## src/rtl/ma_packet_sender_pkg.sv

```systemverilog
// Shared widths, FSM encoding and FIFO entry layout for the MA packet sender.
package ma_packet_sender_pkg;

  localparam int MA_PACKET_SIZE    = 40;
  localparam int DATA_LENGTH       = 16;
  localparam int OTHER_DATA_LENGTH = 24;
  localparam int ADDR_LENGTH       = 10;

  // Handshake sequencer states
  typedef enum logic [1:0] {
    MATX_IDLE  = 2'd0,
    MATX_SETUP = 2'd1,
    MATX_REQ   = 2'd2,
    MATX_REL   = 2'd3
  } matx_state_e;

  // One buffered MA-bound transfer (58 bits)
  typedef struct packed {
    logic [DATA_LENGTH-1:0]    write_data;
    logic                      write_en;
    logic                      load_flg;
    logic [MA_PACKET_SIZE-1:0] packet;
  } matx_entry_t;

endpackage

```

## src/rtl/ma_tx_fifo.sv

```systemverilog
// Small circular buffer of MA transfers; occupancy counter tells full from empty.
module ma_tx_fifo
  import ma_packet_sender_pkg::*;
#(
  parameter int DEPTH = 4
) (
  input  logic                   CP,
  input  logic                   MR_N,
  input  logic                   i_push,
  input  matx_entry_t            i_data,
  input  logic                   i_pop,
  output matx_entry_t            o_head,
  output logic [$clog2(DEPTH):0] o_count,
  output logic                   o_ready
);

  localparam int AW = $clog2(DEPTH);
  localparam int CW = AW + 1;

  matx_entry_t   r_mem [DEPTH];
  logic [AW-1:0] r_wptr;
  logic [AW-1:0] r_rptr;
  logic [CW-1:0] r_count;

  // Storage needs no reset: a slot is only read after it has been written
  always_ff @(posedge CP) begin
    if (i_push) r_mem[r_wptr] <= i_data;
  end

  // Pointers wrap naturally at DEPTH (power of two); count tracks push/pop balance
  always_ff @(posedge CP or negedge MR_N) begin
    if (!MR_N) begin
      r_wptr  <= '0;
      r_rptr  <= '0;
      r_count <= '0;
    end else begin
      if (i_push) r_wptr <= r_wptr + AW'(1);
      if (i_pop)  r_rptr <= r_rptr + AW'(1);
      case ({i_push, i_pop})
        2'b10:   r_count <= r_count + CW'(1);
        2'b01:   r_count <= r_count - CW'(1);
        default: r_count <= r_count;
      endcase
    end
  end

  assign o_head  = r_mem[r_rptr];
  assign o_count = r_count;
  assign o_ready = (r_count < CW'(DEPTH));

endmodule

```

## src/rtl/ma_packet_sender.sv

```systemverilog
// Clocked source for the MA stage's 4-phase bundled-data input handshake.
module ma_packet_sender
  import ma_packet_sender_pkg::*;
#(
  parameter int DEPTH       = 4,
  parameter int SYNC_STAGES = 2,
  parameter int TIMEOUT     = 1023
) (
  input  logic                      CP,
  input  logic                      MR_N,
  input  logic                      IN_VALID,
  output logic                      IN_READY,
  input  logic [MA_PACKET_SIZE-1:0] IN_PACKET,
  input  logic                      IN_LOAD_FLG,
  input  logic                      IN_WRITE_EN,
  input  logic [DATA_LENGTH-1:0]    IN_WRITE_DATA,
  output logic                      Send_out,
  input  logic                      Ack_in,
  output logic [MA_PACKET_SIZE-1:0] PACKET_OUT,
  output logic                      LOAD_FLG,
  output logic                      WRITE_EN,
  output logic [DATA_LENGTH-1:0]    WRITE_DATA,
  output logic [$clog2(DEPTH):0]    COUNT,
  output logic                      BUSY,
  output logic                      TIMEOUT_ERR
);

  localparam int CW = $clog2(DEPTH) + 1;
  localparam int SW = $clog2(TIMEOUT + 1);

  matx_state_e            r_state, w_next;
  logic [SYNC_STAGES-1:0] r_ack_sync;
  logic                   w_ack_s;
  logic                   r_send;
  matx_entry_t            r_out;
  logic [SW-1:0]          r_stall;
  logic                   r_err;
  logic                   w_push, w_pop, w_send_set, w_send_clr, w_ready;
  matx_entry_t            w_in, w_head;
  logic [CW-1:0]          w_count;

  assign w_in.write_data = IN_WRITE_DATA;
  assign w_in.write_en   = IN_WRITE_EN;
  assign w_in.load_flg   = IN_LOAD_FLG;
  assign w_in.packet     = IN_PACKET;
  assign w_push          = IN_VALID && w_ready;

  ma_tx_fifo #(.DEPTH(DEPTH)) u_fifo (
    .CP      (CP),
    .MR_N    (MR_N),
    .i_push  (w_push),
    .i_data  (w_in),
    .i_pop   (w_pop),
    .o_head  (w_head),
    .o_count (w_count),
    .o_ready (w_ready)
  );

  // Ack_in is asynchronous to CP: resolve it through a plain flop chain
  always_ff @(posedge CP or negedge MR_N) begin
    if (!MR_N) r_ack_sync <= '0;
    else       r_ack_sync <= {r_ack_sync[SYNC_STAGES-2:0], Ack_in};
  end
  assign w_ack_s = r_ack_sync[SYNC_STAGES-1];

  // State register
  always_ff @(posedge CP or negedge MR_N) begin
    if (!MR_N) r_state <= MATX_IDLE;
    else       r_state <= w_next;
  end

  // Next state; ack is only looked at once the request is actually up (REQ/REL)
  always_comb begin
    w_next     = r_state;
    w_pop      = 1'b0;
    w_send_set = 1'b0;
    w_send_clr = 1'b0;
    unique case (r_state)
      MATX_IDLE:  if (w_count != '0) begin w_pop = 1'b1; w_next = MATX_SETUP; end
      MATX_SETUP: begin w_send_set = 1'b1; w_next = MATX_REQ; end
      MATX_REQ:   if (w_ack_s) begin w_send_clr = 1'b1; w_next = MATX_REL; end
      MATX_REL:   if (!w_ack_s) w_next = MATX_IDLE;
      default:    w_next = MATX_IDLE;
    endcase
  end

  // Request flop and bundled data: data loads a full cycle before Send_out rises
  always_ff @(posedge CP or negedge MR_N) begin
    if (!MR_N) begin
      r_send <= 1'b0;
      r_out  <= '0;
    end else begin
      if (w_send_set)      r_send <= 1'b1;
      else if (w_send_clr) r_send <= 1'b0;
      if (w_pop) r_out <= w_head;
    end
  end

  // Stall watchdog: saturating count of REQ cycles; flag is sticky until reset
  always_ff @(posedge CP or negedge MR_N) begin
    if (!MR_N) begin
      r_stall <= '0;
      r_err   <= 1'b0;
    end else begin
      if (r_state == MATX_SETUP) r_stall <= '0;
      else if (r_state == MATX_REQ && r_stall != SW'(TIMEOUT)) r_stall <= r_stall + SW'(1);
      if (r_state == MATX_REQ && r_stall >= SW'(TIMEOUT - 1)) r_err <= 1'b1;
    end
  end

  assign IN_READY    = w_ready;
  assign Send_out    = r_send;
  assign PACKET_OUT  = r_out.packet;
  assign LOAD_FLG    = r_out.load_flg;
  assign WRITE_EN    = r_out.write_en;
  assign WRITE_DATA  = r_out.write_data;
  assign COUNT       = w_count;
  assign BUSY        = (r_state != MATX_IDLE) || (w_count != '0);
  assign TIMEOUT_ERR = r_err;

endmodule

```

## config.mk

```make
export PLATFORM = sky130hd
export DESIGN_NAME = ma_packet_sender
export DESIGN_NICKNAME = d
export VERILOG_FILES = /design/src/rtl/ma_packet_sender_pkg.sv /design/src/rtl/ma_tx_fifo.sv /design/src/rtl/ma_packet_sender.sv
export SDC_FILE = /design/constraint.sdc
export NUM_CORES = 1
export LEC_CHECK = 0
export ABC_AREA = 1
export ABC_CLOCK_PERIOD_IN_PS = 10950
export CAP_MARGIN = 20
export CORE_MARGIN = 2
export CORE_UTILIZATION = 45
export CTS_BUF_LIST = sky130_fd_sc_hd__clkbuf_16
export CTS_CLUSTER_SIZE = 25
export DETAILED_ROUTE_END_ITERATION = 10
export MAX_ROUTING_LAYER = met4
export PLACE_DENSITY = 0.65
export SYNTH_ARGS = -nofsm -noshare
export SYNTH_HDL_FRONTEND = slang
export SYNTH_SLANG_ARGS = --single-unit
```

## constraint.sdc

```tcl
create_clock -name CP -period 10.95 [get_ports CP]
set_input_delay 3.285 -clock CP [delete_from_list [all_inputs] [get_ports CP]]
set_output_delay 3.285 -clock CP [all_outputs]
set_load 0.005 [all_outputs]
```

* Word-level counts from Yosys, hierarchy flattened *
Memory sizes are Yosys's and may differ from the RTL's. A register that Yosys moved wholly into a read port is not among the register bits.
Index checks and enable logic that the tools add are counted.

operators by class
  add/sub/neg operators = 5
  order comparisons = 2
  equality and inequality tests = 9
  muxes and demuxes = 16
  reductions and logical operators = 12

operators with widths
  operator               number
  $mux 10                2
  $add 10x1->10 const B  1
  $ge 10x10->1 const B   1
  $ne 10x10->1 const B   1
  $mux 1                 9
  $pmux 2 s4             1
  $reduce_bool 2->1      4
  $eq 2x2->1 const B     3
  $mux 2                 3
  $ne 2x2->1 const B     3
  $pmux 3 s2             1
  $add 2x1->2 const B    2
  $eq 2x1->1 const B     2
  $add 3x1->3 const B    1
  $logic_and 1x1->1      3
  $lt 3x3->1 const B     1
  $reduce_and 3->1       1
  $reduce_bool 3->1      1
  $sub 3x1->3 const B    1
  $logic_not 2->1        1
  $logic_not 1->1        1
  $logic_or 1x1->1       1

storage, ports and cells
  register bits after elaboration = 23
  bits in writable memories = 232
  input bits = 62
  logic and storage cells = 53
  memories = 1

memories
  memory        depth  width  rd ports  clocked after Yosys merged registers in  write ports  RTL line          RTL
  u_fifo.r_mem  4      58     1         1                                        1            ma_tx_fifo.sv:20  matx_entry_t r_mem [DEPTH];

* Longest topological paths before layout *
Gate-level depths: netlist of the first run.

  depth in word-level cells = 5
  gate-level depth with buffers = 11
  depth with buffers taken out = 10

* Modules after synthesis *
Synthesis of the first run repeated with hierarchy kept, for this count alone.

second synthesis, totals
  cell total of the unflattened synthesis = 1099
  area total of the unflattened synthesis = 13143.9 µm²

by module, submodules not included
  module            times used  cells each  area each (µm²)  sequential area each (µm²)
  ma_tx_fifo        1           724         9999.6           7141.8
  ma_packet_sender  1           375         3144.3           1851.8

* Least setup slack after synthesis of the first run *
No wires, ideal clock.

  path kind = input -> register
  from = input port IN_VALID
  to = memory u_fifo.r_mem[0][0] in the netlist's numbering, enable pin
  library setup time = 0.474 ns
  arrival = 5.894 ns
  required time = 10.476 ns
  slack = 4.582 ns
  stages on the path = 2
  buffers on the path = 0
  cell sequence = nand2_1 nor2_1

between the ends
  word-level cells in the longest chain between the ends = 3

RTL lines
  element                       RTL line                RTL
  start: declaration            ma_packet_sender.sv:11  input logic IN_VALID,
  $logic_and 1x1->1             ma_packet_sender.sv:46  assign w_push = IN_VALID && w_ready;
  $mux 1                        ma_tx_fifo.sv:27        if (i_push) r_mem[r_wptr] <= i_data;
  $mux 1 (not written as such)  ma_tx_fifo.sv:27
  end: declaration              ma_tx_fifo.sv:20

Every way passes these cells.

* Worst setup path in the final report of the first run *
  from = register r_state[0]
  to = output port BUSY

between the ends
  word-level cells in the longest chain between the ends = 2

RTL lines
  element                   RTL line                 RTL
  start: declaration        ma_packet_sender.sv:31   matx_state_e r_state, w_next;
  start signal: assignment  ma_packet_sender.sv:69   else r_state <= w_next;
  $reduce_bool 2->1         ma_packet_sender.sv:118  assign BUSY = (r_state != MATX_IDLE) || (w_count != '0);
  $logic_or 1x1->1          ma_packet_sender.sv:118
  end: declaration          ma_packet_sender.sv:24   output logic BUSY,

Every way passes these cells.

==> metrics.md, run 1 <==
| Metric | Value |
|---|---|
| Fin. Hold Viols | 0 |
| Synth area leaders | edfxtp_1 58%, dfrtp_1 17%, nor2_1 9.5% |
| Pre-CTS setup slack | approximately 5.5 ns |
| Worst Path Max Fanout | 4 |
| Share of layout cells above drive strength 1 | 0.07310 |
| Pwr dens | 271.9 nW/um2 |
| Fmax | roughly 190 MHz |
| Clock Sinks | between 300 and 400 |
| Crit path DAT | between 1.5 and 2 ns |
| Ports | 127 |
| Via Count | 7445 |
| Die Span X | 167.9 um |
| Outcome | finished, final reports clean |
| Synthesized instance count | between 900 and 1000 |
| Top-count cell post-synth | nor2_1 |
| Cts bufs inserted | 31 |
| CTS HTree Levels | 1 |
| Root Buffer | clkbuf_16 |
| Core ar. | between 20000 and 30000 um2 |
| Antenna violations before repair | 1 |
| Clk Latency, worst-skew pair | 0.56 ns |
| Drt wl/cell | 17.29 um |
| Input/output buffers | ~130 |
| Total Routed Length | 24.97 mm |
| DR iter-0 viols | between 600 and 700 |
| Post-synthesis xor/xnor area fraction | 0.004349 |
| Area of all sequential standard cells | roughly 9000 um2 |
| Combinational family with the most area after synthesis | simple AND/OR/NAND/NOR gates |
| Dominant synthesized flop cell | edfxtp_1 |
| Unrepaired setup endpoints after global routing | false |
| Mapped Area | about 12000 um2 |
| Synthesized flop and latch total | between 300 and 400 |
| Maximum Capacitance Violations | 0 |
| Min cycle time layout | between 5 and 6 ns |
| CTS Buffer Depth | 3 |
| R2r setup slk | between 8 and 9 ns |
| Hpwl dp | ~14 mm |
| Layout filler cell count | between 2000 and 2500 |
| Row cnt | between 50 and 60 |
| Post-synthesis adder-cell area fraction | 0.01408 |
| Resized cells post-CTS | 0 |
| Max VDD drop | 119.7 uV |
| Post-route ant nets | 0 |
| Post-Synth Simple-Gate Area | 0.1188 |
| Die height | between 150 and 200 um |
| Reg clk slew, reported paths | 0.06 ns |
| Mux cell area share after synthesis | 0 |
| Worst slew pin tran | 0.9537 ns |
| Starting density of the core | 0.4611 |
| Crit path capture type | output pin |
| Post-synthesis sequential area ratio | 0.7443 |
| Final Wtd Congestion | between 0.7 and 0.8 |
| Post-CTS Setup Inserts | 0 |
| Post-synth EDFFs | ~230 |
| Yosys top cell area share | 0.5766 |
| Max-slew headroom | 0.3642 |
| Slew Limit Fails | 0 |
| Post-CTS Hold Buffers | 0 |
| Final setup viols | 0 |
| Ys async rst share | 0.2588 |
| Complex-gate fraction of the synthesized area | 0.08408 |
| NumNets Final | 1158 |
| Largest net degree at the start of global routing | roughly 100 |
| Drt pass-1 iters | 5 |
| Synthesized area per cell | around 13 um2 |
| Worst Skew | 0.01974 ns |
| Setup crit start kind | flip-flop |
| Synth top cells by count | 307 x nor2_1, 232 x edfxtp_1, 81 x dfrtp_1 |
| Vias in the first global route | about 7300 |
| Synthesized net count | ~1000 |
| Crit path required time | 7.67 ns |
| Total grt overflow | 0 |
| CTS tree | built |
| DR DRC count | 0 |
| Worst Hold Class | reg2reg |
| Setup WS post-layout | 5.807 ns |
| Yosys synthesis warning count | 0 |
| Final period utilization | 0.4696 |
| Final core occ | 0.5583 |
| Area of the multi-input gates | 2704 um2 |
| Die area | roughly 28000 um2 |
| Area Overhead vs Synth | 21.08% |
| Leading area contributor after synthesis | edfxtp_1 |
| Routed vias/inst | between 5 and 6 |
| Tot GR Track Use | 0.1836 |
| Pleak | 0.005232 uW |
| First-pass GRT wire length | approximately 40 mm |
| Crit path kind | reg2out |
| Count of cell types in the netlist | 31 |
| Final TNS setup | 0 ns |
==> report_power, final <==
part | leakage, uW | total, uW | internal [uW] | switching (uW)
Clock | 0.000500 | 1040 | 609 | 435
Combinational | 0.00170 | 1260 | 517 | 740
Sequential | 0.00303 | 1680 | 1550 | 126
==> worst max-delay path, cell delays in order, from the launching register on <==
cell and delay, ns:
dfrtp_1 0.37, inv_1 0.09, ha_1 0.22, nand4_1 0.12, clkdlybuf4s50_1 0.51
==> area by class of cell <==
type | instances | share of cell area
Sequential cell | 313 | 0.6151
Multi-Input combinational cell | 574 | 0.1848
Timing Repair Buffer | 137 | 0.09442
Clock buffer | 31 | 0.05302
Tap cell | 335 | 0.02865
Clock inverter | 27 | 0.01651
Inverter | 26 | 0.007355
Antenna cell | 1 | 0.0001710
==> worst paths after layout <==
kind,startpoint,endpoint,depth (start not counted)
setup / recovery,r_state[0],BUSY,4
hold / removal,r_ack_sync[0],r_ack_sync[1],0
setup reg to reg,r_state[0],u_fifo.o_count[2],10
hold reg to reg,r_ack_sync[0],r_ack_sync[1],0
max in group asynchronous,MR_N,u_fifo.r_rptr[0],2
min in group asynchronous,MR_N,WRITE_DATA[7],1
==> stage by stage <==
step                      area [um2]  total power (uW)  hold slack, ns  std cells
after CTS                      14600              4016          0.3594       1442
after floorplan                12080              2480          0.3312        964
final                          14630              3977          0.3578       1444
after detailed placement       13580              2966          0.3357       1384
after global routing           14630              4234          0.3666       1444
after global placement         13560              2930          0.3459       1383
==> sequential cells by signal (all words and copies together), names as in the netlist, 2 cells and up <==
| signal | flops |
|---|---|
| PACKET_OUT | 40 |
| WRITE_DATA | 16 |
| r_ack_sync | 2 |
| r_stall | 10 |
| r_state | 2 |
| u_fifo.o_count | 3 |
| u_fifo.r_mem | 232 |
| u_fifo.r_rptr | 2 |
| u_fifo.r_wptr | 2 |
==> per-layer routing <==
metal | part of all wire | vias to the layer above | GRT usage
li1 | - | 3617 | -
met2 | 0.48 | 179 | 0.2954
met5 | 0 | - | -
met3 | 0.047 | 36 | 0.03103
met4 | 0.016 | 0 | 0.03705
met1 | 0.46 | 3613 | 0.2497
==> logic make-up after synthesis <==
kind of cell,count (synthesis)
simple gates,368
xor+xnor,6
buf+inv,77
compound gates,187
fa+ha+maj,13
flops,313
==> placed cells by master, fill, tap and decap left out, types with 5 or more instances in the layout <==
cell	instances
nor2_1	303
edfxtp_1	232
clkdlybuf4s50_1	125
dfrtp_1	79
o21ai_1	75
a31oi_1	58
o21ai_0	46
nand2_1	35
clkbuf_16	31
inv_1	21
ha_1	12
buf_4	10
nand4_1	8
nand3_1	8
clkinv_1	8
inv_2	5
a21oi_1	5
clkinv_2	5
clkinvlp_4	5
No activity file was read; power rests on OpenSTA's default activity.
==> run 2, diff against run 1 <==
- ABC_CLOCK_PERIOD_IN_PS: 10950 -> 5300
- clock period: 10.95 -> 5.3 ns (I/O delays scaled with it)
==> metrics.md, run 2 (synthesis gave the netlist of run 1 again) <==
| Metric | Value |
|---|---|
| Hpwl dp | between 15 and 20 mm |
| Fmax | around 290 MHz |
| Starting density of the core | 0.4611 |
| Tot GR Track Use | 0.1912 |
| NumNets Final | approximately 1200 |
| Antenna violations before repair | 2 |
| Die area | 28180 um2 |
| Final TNS setup | 0 ns |
| Crit path kind | reg2out |
| WHS Endpoint | r_ack_sync[1] |
| Post-route ant nets | 0 |
| Max-slew headroom | 0.4134 |
| R2r startpoint | r_state[0] |
| Largest net degree at the start of global routing | 82 |
| Routed vias/inst | 5.199 |
| Ports | 127 |
| Worst Path Max Fanout | 4 |
| Slew Limit Fails | 0 |
| Post-CTS Setup Inserts | 0 |
| Worst Skew | around 0.018 ns |
| Total grt overflow | 0 |
| Pleak | 0.005311 uW |
| Area Overhead vs Synth | 22.03% |
| Core ar. | between 20000 and 30000 um2 |
| Final setup viols | 0 |
| Maximum Capacitance Violations | 0 |
| Input/output buffers | approximately 130 |
| Min cycle time layout | between 3 and 4 ns |
| Largest register FFs | between 200 and 250 |
| CTS tree | built |
| Crit path DAT | around 1.9 ns |
| Largest Register | u_fifo.r_mem |
| Root Buffer | clkbuf_16 |
| Setup crit start kind | flip-flop |
| Share of layout cells above drive strength 1 | 0.07374 |
| Commonest non-fill, non-tap cells in the layout | 303 x nor2_1, 232 x edfxtp_1, 125 x clkdlybuf4s50_1 |
| Layout filler cell count | around 2100 |
| Area of the multi-input gates | 2704 um2 |
| Post-CTS Hold Buffers | 0 |
| Cts bufs inserted | 34 |
| DR iter-0 viols | between 400 and 500 |
| Max VDD drop | between 200 and 300 uV |
| FF-to-FF path depth | 10 |
| Area of all sequential standard cells | around 9000 um2 |
| Die Span X | around 170 um |
| Unrepaired setup endpoints after global routing | false |
| CTS Buffer Depth | 3 |
| Fin. Hold Viols | 0 |
| Die height | 167.9 um |
| Crit path required time | about 3.7 ns |
| Drt wl/cell | about 18 um |
| Total Routed Length | about 26 mm |
| Commonest non-fill, non-tap cell in the layout | nor2_1 |
| Resized cells post-CTS | 0 |
| Drt pass-1 iters | 5 |
| Via Count | between 7000 and 8000 |
| Reg-to-Reg End | u_fifo.o_count[2] |
| Worst Hold Launch | r_ack_sync[0] |
| Final Wtd Congestion | between 0.8 and 0.9 |
| Reg clk slew, reported paths | around 0.060 ns |
| Clock Sinks | 313 |
| Crit path capture type | output pin |
| Worst slew pin tran | ~0.9 ns |
| Clk Latency, worst-skew pair | ~0.51 ns |
| Pwr dens | between 500 and 600 nW/um2 |
| Final period utilization | 0.6514 |
| DP Cell Count | 1385 |
| Row cnt | 59 |
| Outcome | finished, final reports clean |
| Fin cells | between 1000 and 1500 |
| Worst hold path depth | 0 |
| CTS HTree Levels | 2 |
| Worst Hold Class | reg2reg |
| R2r setup slk | between 2 and 3 ns |
| DR DRC count | 0 |
| Vias in the first global route | between 7000 and 8000 |
| First-pass GRT wire length | ~41 mm |
run 2: changes by cell type in the layout (fill, tap and decap cells not counted), moves of 2 or more:
cell / before / now
clkbuf_16: 31 / 37
buf_12: 0 / 3
inv_1: 21 / 25
clkinv_2: 5 / 7
clkinvlp_4: 5 / 1
buf_4: 10 / 8
run 2: worst max path at each step:
stage | endpoint | depth (start not counted) | start
finish | BUSY | 4 | r_state[0]
global route | BUSY | 4 | r_state[1]
CTS | BUSY | 4 | r_state[0]
detailed placement | u_fifo.r_mem[0][13] | 4 | IN_VALID
global placement | u_fifo.r_mem[3][43] | 4 | IN_VALID
floorplan | u_fifo.r_mem[0][0] | 2 | IN_VALID
run 2: critical path: stages (launching register included):
cell and delay (ns):
dfrtp_1 0.40, inv_1 0.14, ha_1 0.20, nand4_1 0.15
clkdlybuf4s50_1 0.48
run 2: layout make-up:
type	count	area share
antenna	2	0.0003394
clock buffer	37	0.06280
clock inverter	25	0.01256
inverter	26	0.007298
multi-input combinational	574	0.1834
sequential	313	0.6103
tap	335	0.02843
timing repair buffer	137	0.09487
run 2: per-layer routing:
| metal | share of wire | track usage |
|---|---|---|
| met1 | 0.44 | 0.2495 |
| met2 | 0.50 | 0.3160 |
| met3 | 0.052 | 0.03620 |
| met4 | 0.012 | 0.03970 |
| met5 | 0 | - |
run 2: stage by stage:
stage | hold WS, ns | area, um2 | utilization | power, uW | setup slack [ns]
final | 0.3513 | 14740 | 0.5626 | 8390 | 1.847
after global routing | 0.3567 | 14740 | 0.5626 | 8919 | 1.742
after CTS | 0.3508 | 14740 | 0.5624 | 8488 | 1.823
after detailed placement | 0.3479 | 13630 | 0.5200 | 6162 | 1.501
after global placement | 0.3336 | 13600 | 0.5190 | 6083 | 1.511
after floorplan | 0.3312 | 12080 | - | 5123 | 0.6267
run 2: power by group:
part	leakage (uW)	switching, uW	internal [uW]
Sequential	0.00303	306	3200
Combinational	0.00170	1510	1070
Clock	0.000578	908	1400
==> RTL change 1 (flow settings as in run 2) <==
The 4 states of `matx_state_e` get a Gray code encoding in 2 bits.
--- a/src/rtl/ma_packet_sender_pkg.sv
+++ b/src/rtl/ma_packet_sender_pkg.sv
@@ -10,6 +10,6 @@
   typedef enum logic [1:0] {
-    MATX_IDLE  = 2'd0,
-    MATX_SETUP = 2'd1,
-    MATX_REQ   = 2'd2,
-    MATX_REL   = 2'd3
+    MATX_IDLE  = 2'b00,
+    MATX_SETUP = 2'b01,
+    MATX_REQ   = 2'b11,
+    MATX_REL   = 2'b10
   } matx_state_e;
Behaviour: no difference found for any inputs over 10 cycles, from zero or initial values; not proved beyond that.
==> RTL change 1 against run 2 <==
The run now ends with DRC left. Clock power is 15% lower. Wire length is 1.3% lower. Sequential cell count stayed put. Area after synthesis is 0.81% lower. Cell area is 1.8% lower. Sequential share of layout area is 1.1 points higher. Setup slack better by 0.050 ns. First-iteration DRC count is 49% higher. Count of clock-buffer cells in the layout is 6 lower. Total power is 6.7% lower. Sequential power is 2% lower. Critical path type unchanged.
==> RTL change 1: results (changes against run 2) <==
Finish
The fraction of final layout cells with drive strength greater than 1 is 6.39% (was 7.37%). The count of fill cells added during filler insertion is 2180 (was 2103). The flip-flop count of the largest register, all copies and words added came to 232 (unchanged). The final-stage net count is 1142 (was 1161).

Clock tree
The depth of the CTS H-tree is 1 (was 2). The clock transition at the register clock pins on the worst setup and hold paths after CTS is 0.06 ns (about the same). The worst-skew pair later-pin latency came to 0.57 ns (was 0.51 ns). The total CTS buffers is 31 (was 34).

Global route
The pin count of the biggest net entering global routing is 118 (was 82). The met2 layer usage reported by global route is 30.4% (was 31.6%). The fraction of met3 tracks used by global routing came to 2.95% (was 3.62%). The first-pass GRT wire length is 40800 µm (was 41000 µm). The total routing usage reported by global routing came to 18.9% (was 19.1%).

The number of global-route vias before repair came to 7700 (was 7540). The met1 routing resource usage after global routing was 25.7% (was 25.0%).

Placement
The global placement routability congestion is 0.798 (was 0.837). The minimum setup slack after placement is 1.63 ns (was 1.50 ns). The placed wire-length estimate is 14200 µm (was 15000 µm).

Drt
The iteration-0 DRC count of the detailed router came to 706 (was 474). The final wirelength was 25600 µm (was 25900 µm). The first-pass iteration count of the detailed router is 8 (was 5). The via total after detailed routing is 7579 (was 7533). The DRC violation count after routing was 7 (was 0).

Worst setup path
The setup slack of the most critical reg-to-reg path came to 2.74 ns (was 2.93 ns). The highest net fanout along the worst path was 3 (was 4). The data arrival at the endpoint of the critical path is 1.81 ns (was 1.86 ns).

The largest stage delay on the critical path is 0.45 ns (was 0.48 ns).

Logic synthesis
The number of nets produced by synthesis is 1023 (was 1039). Most frequent cells after synthesis: sky130_fd_sc_hd__edfxtp_1, sky130_fd_sc_hd__nand2_1, sky130_fd_sc_hd__nor2_1 (was sky130_fd_sc_hd__nor2_1, sky130_fd_sc_hd__edfxtp_1, sky130_fd_sc_hd__dfrtp_1). The sequential cell area fraction in the yosys report is 75.0% (was 74.4%). The number of enable flip-flop cells after synthesis is 232 (unchanged).

The post-synthesis cell type count was 30 (was 31). Most area-consuming cells after synthesis: sky130_fd_sc_hd__edfxtp_1, sky130_fd_sc_hd__dfrtp_1, sky130_fd_sc_hd__nand2_1 (was sky130_fd_sc_hd__edfxtp_1, sky130_fd_sc_hd__dfrtp_1, sky130_fd_sc_hd__nor2_1).

Pwr
The static power due to leakage came to 5.42 nW (was 5.31 nW). The peak ir drop on the vdd network is 0.324 mV (was 0.268 mV).

STA
The final clock period utilization by the worst path is 64.2% (was 65.1%). The worst slew margin relative to its limit was 32.1% (was 41.3%). The clock tree skew after final layout came to 0.0266 ns (was 0.0181 ns).

Outcome
Run status: finished with violations (was finished, final reports clean). The final reports fail on DRC.
-- RTL change 1: through the flow --
step                      instance area [µm²]  hold slack [ns]  total power [mW]  cells
after detailed placement                13500            0.342              5.93   1373
after global placement                  13500            0.345              5.87   1373
after global routing                    14500            0.373              8.33   1433
after floorplan                         12000            0.331              4.94    953
final                                   14500            0.364              7.83   1433
after CTS                               14400            0.367              7.89   1430
-- RTL change 1: final timing paths --
check                             startpoint                 to  cells past startpoint
max                        u_fifo.o_count[0]               BUSY                      5
min                            r_ack_sync[0]      r_ack_sync[1]                      0
max reg2reg                       r_state[0]  u_fifo.o_count[2]                      9
min reg2reg                    r_ack_sync[0]      r_ack_sync[1]                      0
max in group asynchronous               MR_N         r_stall[8]                      2
min in group asynchronous               MR_N   u_fifo.r_rptr[0]                      1
-- RTL change 1: per-layer routing --
layer | part of all wire [%] | vias up | routed length (µm)
met5 | 0 | - | 0
met4 | 1.9 | 0 | 498
met3 | 5.5 | 40 | 1400
met2 | 47 | 211 | 12000
met1 | 46 | 3752 | 11700
li1 | - | 3576 | -
-- RTL change 1: logic make-up (layout without fill, tap and decap cells) --
group           Yosys count  in the layout  synth area share (%)
fa+ha+maj                 8              8                 0.898
xor+xnor                  8              8                 0.585
buf+inv                  79            222                  3.26
simple gates            356            356                  11.7
compound gates          189            189                  8.56
other cells               0              2                     0
flops                   313            313                  75.0
-- RTL change 1: area by class of cell --
cell class | count | area [µm²] | share of cell area [%]
Sequential cell | 313 | 9000 | 62.2
Multi-Input combinational cell | 561 | 2640 | 18.2
Timing Repair Buffer | 136 | 1390 | 9.61
Clock buffer | 31 | 776 | 5.36
Tap cell | 335 | 419 | 2.90
Clock inverter | 26 | 134 | 0.925
Inverter | 29 | 111 | 0.769
Antenna cell | 2 | 5.00 | 0.0346
-- RTL change 1: power breakdown --
part           switching, mW  total (mW)  leakage, nW  internal (mW)
logic                   1.45        2.43         1.81          0.985
clock network          0.893        1.96        0.498           1.06
registers              0.254        3.44         3.11           3.19
-- RTL change 1: worst register-to-register path, delay by kind of cell, from the launching register on --
family | cells | cell delay [ns]
simple gates | 1 | 0.62
fa+ha+maj | 2 | 0.54
buf+inv | 3 | 0.49
flops | 1 | 0.39
compound gates | 2 | 0.26
xor+xnor | 1 | 0.16
==> RTL change 2 (config.mk and constraints of run 2) <==
Made on the original files. `DEPTH` is set to 4 in 2 places; all go to 8.
--- a/src/rtl/ma_tx_fifo.sv
+++ b/src/rtl/ma_tx_fifo.sv
@@ -4,3 +4,3 @@
 #(
-  parameter int DEPTH = 4
+  parameter int DEPTH = 8
 ) (
--- a/src/rtl/ma_packet_sender.sv
+++ b/src/rtl/ma_packet_sender.sv
@@ -4,3 +4,3 @@
 #(
-  parameter int DEPTH       = 4,
+  parameter int DEPTH       = 8,
   parameter int SYNC_STAGES = 2,
Interface: changed (resized COUNT); port bits go from 127 to 128. No check against the original RTL was run, so the function may have changed too.
==> RTL change 2 against run 2 <==
Wire length is 84% higher. Area after synthesis is 81% higher. Total power is 67% higher. Via count is 81% higher. Largest power group unchanged. Utilization is 3.2 points lower. Sequential cell count is 235 higher. Cell area is 72% higher. Clock skew is 0.0069 ns higher. Setup slack worse by 0.079 ns. Clock power is 65% higher.
==> RTL change 2: results (changes against run 2) <==
Drt
The iteration-0 DRC count of the detailed router is 1354 (was 474). The total length of routed met2 wires is 22400 µm (was 12900 µm). The routed length on met1 is 21800 µm (was 11400 µm).

Worst setup path
The data arrival at the endpoint of the critical path was 1.94 ns (was 1.86 ns). The largest stage delay on the critical path is 0.51 ns (was 0.48 ns). The startpoint of the lowest-slack register-to-register path is r_state[1] (was r_state[0]).

Pwr
The switching power share of the total is 34.5% (was 32.4%). The static power due to leakage is 9.29 nW (was 5.31 nW). The peak ir drop on the vdd network is 0.544 mV (was 0.268 mV).

Logic synthesis
The arithmetic-cell share of the synthesized area counting full adders, half adders and majority gates is 0.686% (was 1.41%). The synthesized-area fraction occupied by ao, oa, aoi and oai cells is 6.34% (was 8.41%). The number of nets produced by synthesis came to 1884 (was 1039). The number of enable flip-flop cells after synthesis was 464 (was 232). The post-synthesis average cell area is 12.1 µm² (was 12.5 µm²). Most frequent cells after synthesis: sky130_fd_sc_hd__edfxtp_1, sky130_fd_sc_hd__nor2_1, sky130_fd_sc_hd__nand2_1 (was sky130_fd_sc_hd__nor2_1, sky130_fd_sc_hd__edfxtp_1, sky130_fd_sc_hd__dfrtp_1).

Global route
The first-pass GRT wire length was 74900 µm (was 41000 µm). The met2 layer usage reported by global route is 30.9% (was 31.6%). The met1 routing resource usage after global routing is 26.7% (was 25.0%). The fraction of met3 tracks used by global routing is 3.15% (was 3.62%).

STA
The worst slew margin relative to its limit was 35.0% (was 41.3%). The minimum clock period after layout is 3.53 ns (was 3.45 ns).

Placement
The minimum setup slack after placement is 1.31 ns (was 1.50 ns). The post-place instance area came to 23500 µm² (was 13600 µm²).

Finish
The register area is 16000 µm² (was 9000 µm²). The fraction of final layout cells with drive strength greater than 1 was 5.88% (was 7.37%).

Outcome
Run status: finished, final reports clean (unchanged).

Clock tree
The worst-skew pair later-pin latency came to 0.61 ns (was 0.51 ns). The total CTS buffers is 55 (was 34).
## RTL change 2: cell types whose count changed after synthesis, sizes merged, moves of 60 or more
| cell | before | now |
|---|---|---|
| inv | 24 | 86 |
| nand2 | 39 | 239 |
| o21ai | 121 | 181 |
| edfxtp | 232 | 464 |
| nand3 | 8 | 186 |
## RTL change 2: cell type report
class / count / area share (%)
inverters: 88 / 1.34
multi-input cells: 1071 / 19.5
diodes: 2 / 0.0197
repair buffers: 146 / 5.79
clock inverters: 48 / 1.61
well taps: 615 / 3.03
flip-flops and latches: 548 / 63.3
clock buffers: 55 / 5.43
## RTL change 2: worst max-delay path: cells and delay by family, from the launching register on
kind,cells,cell delay (ns)
adder cells (fa/ha/maj),1,0.22
buffers and inverters,2,0.61
flip-flops,1,0.40
AND/OR/NAND/NOR,1,0.11
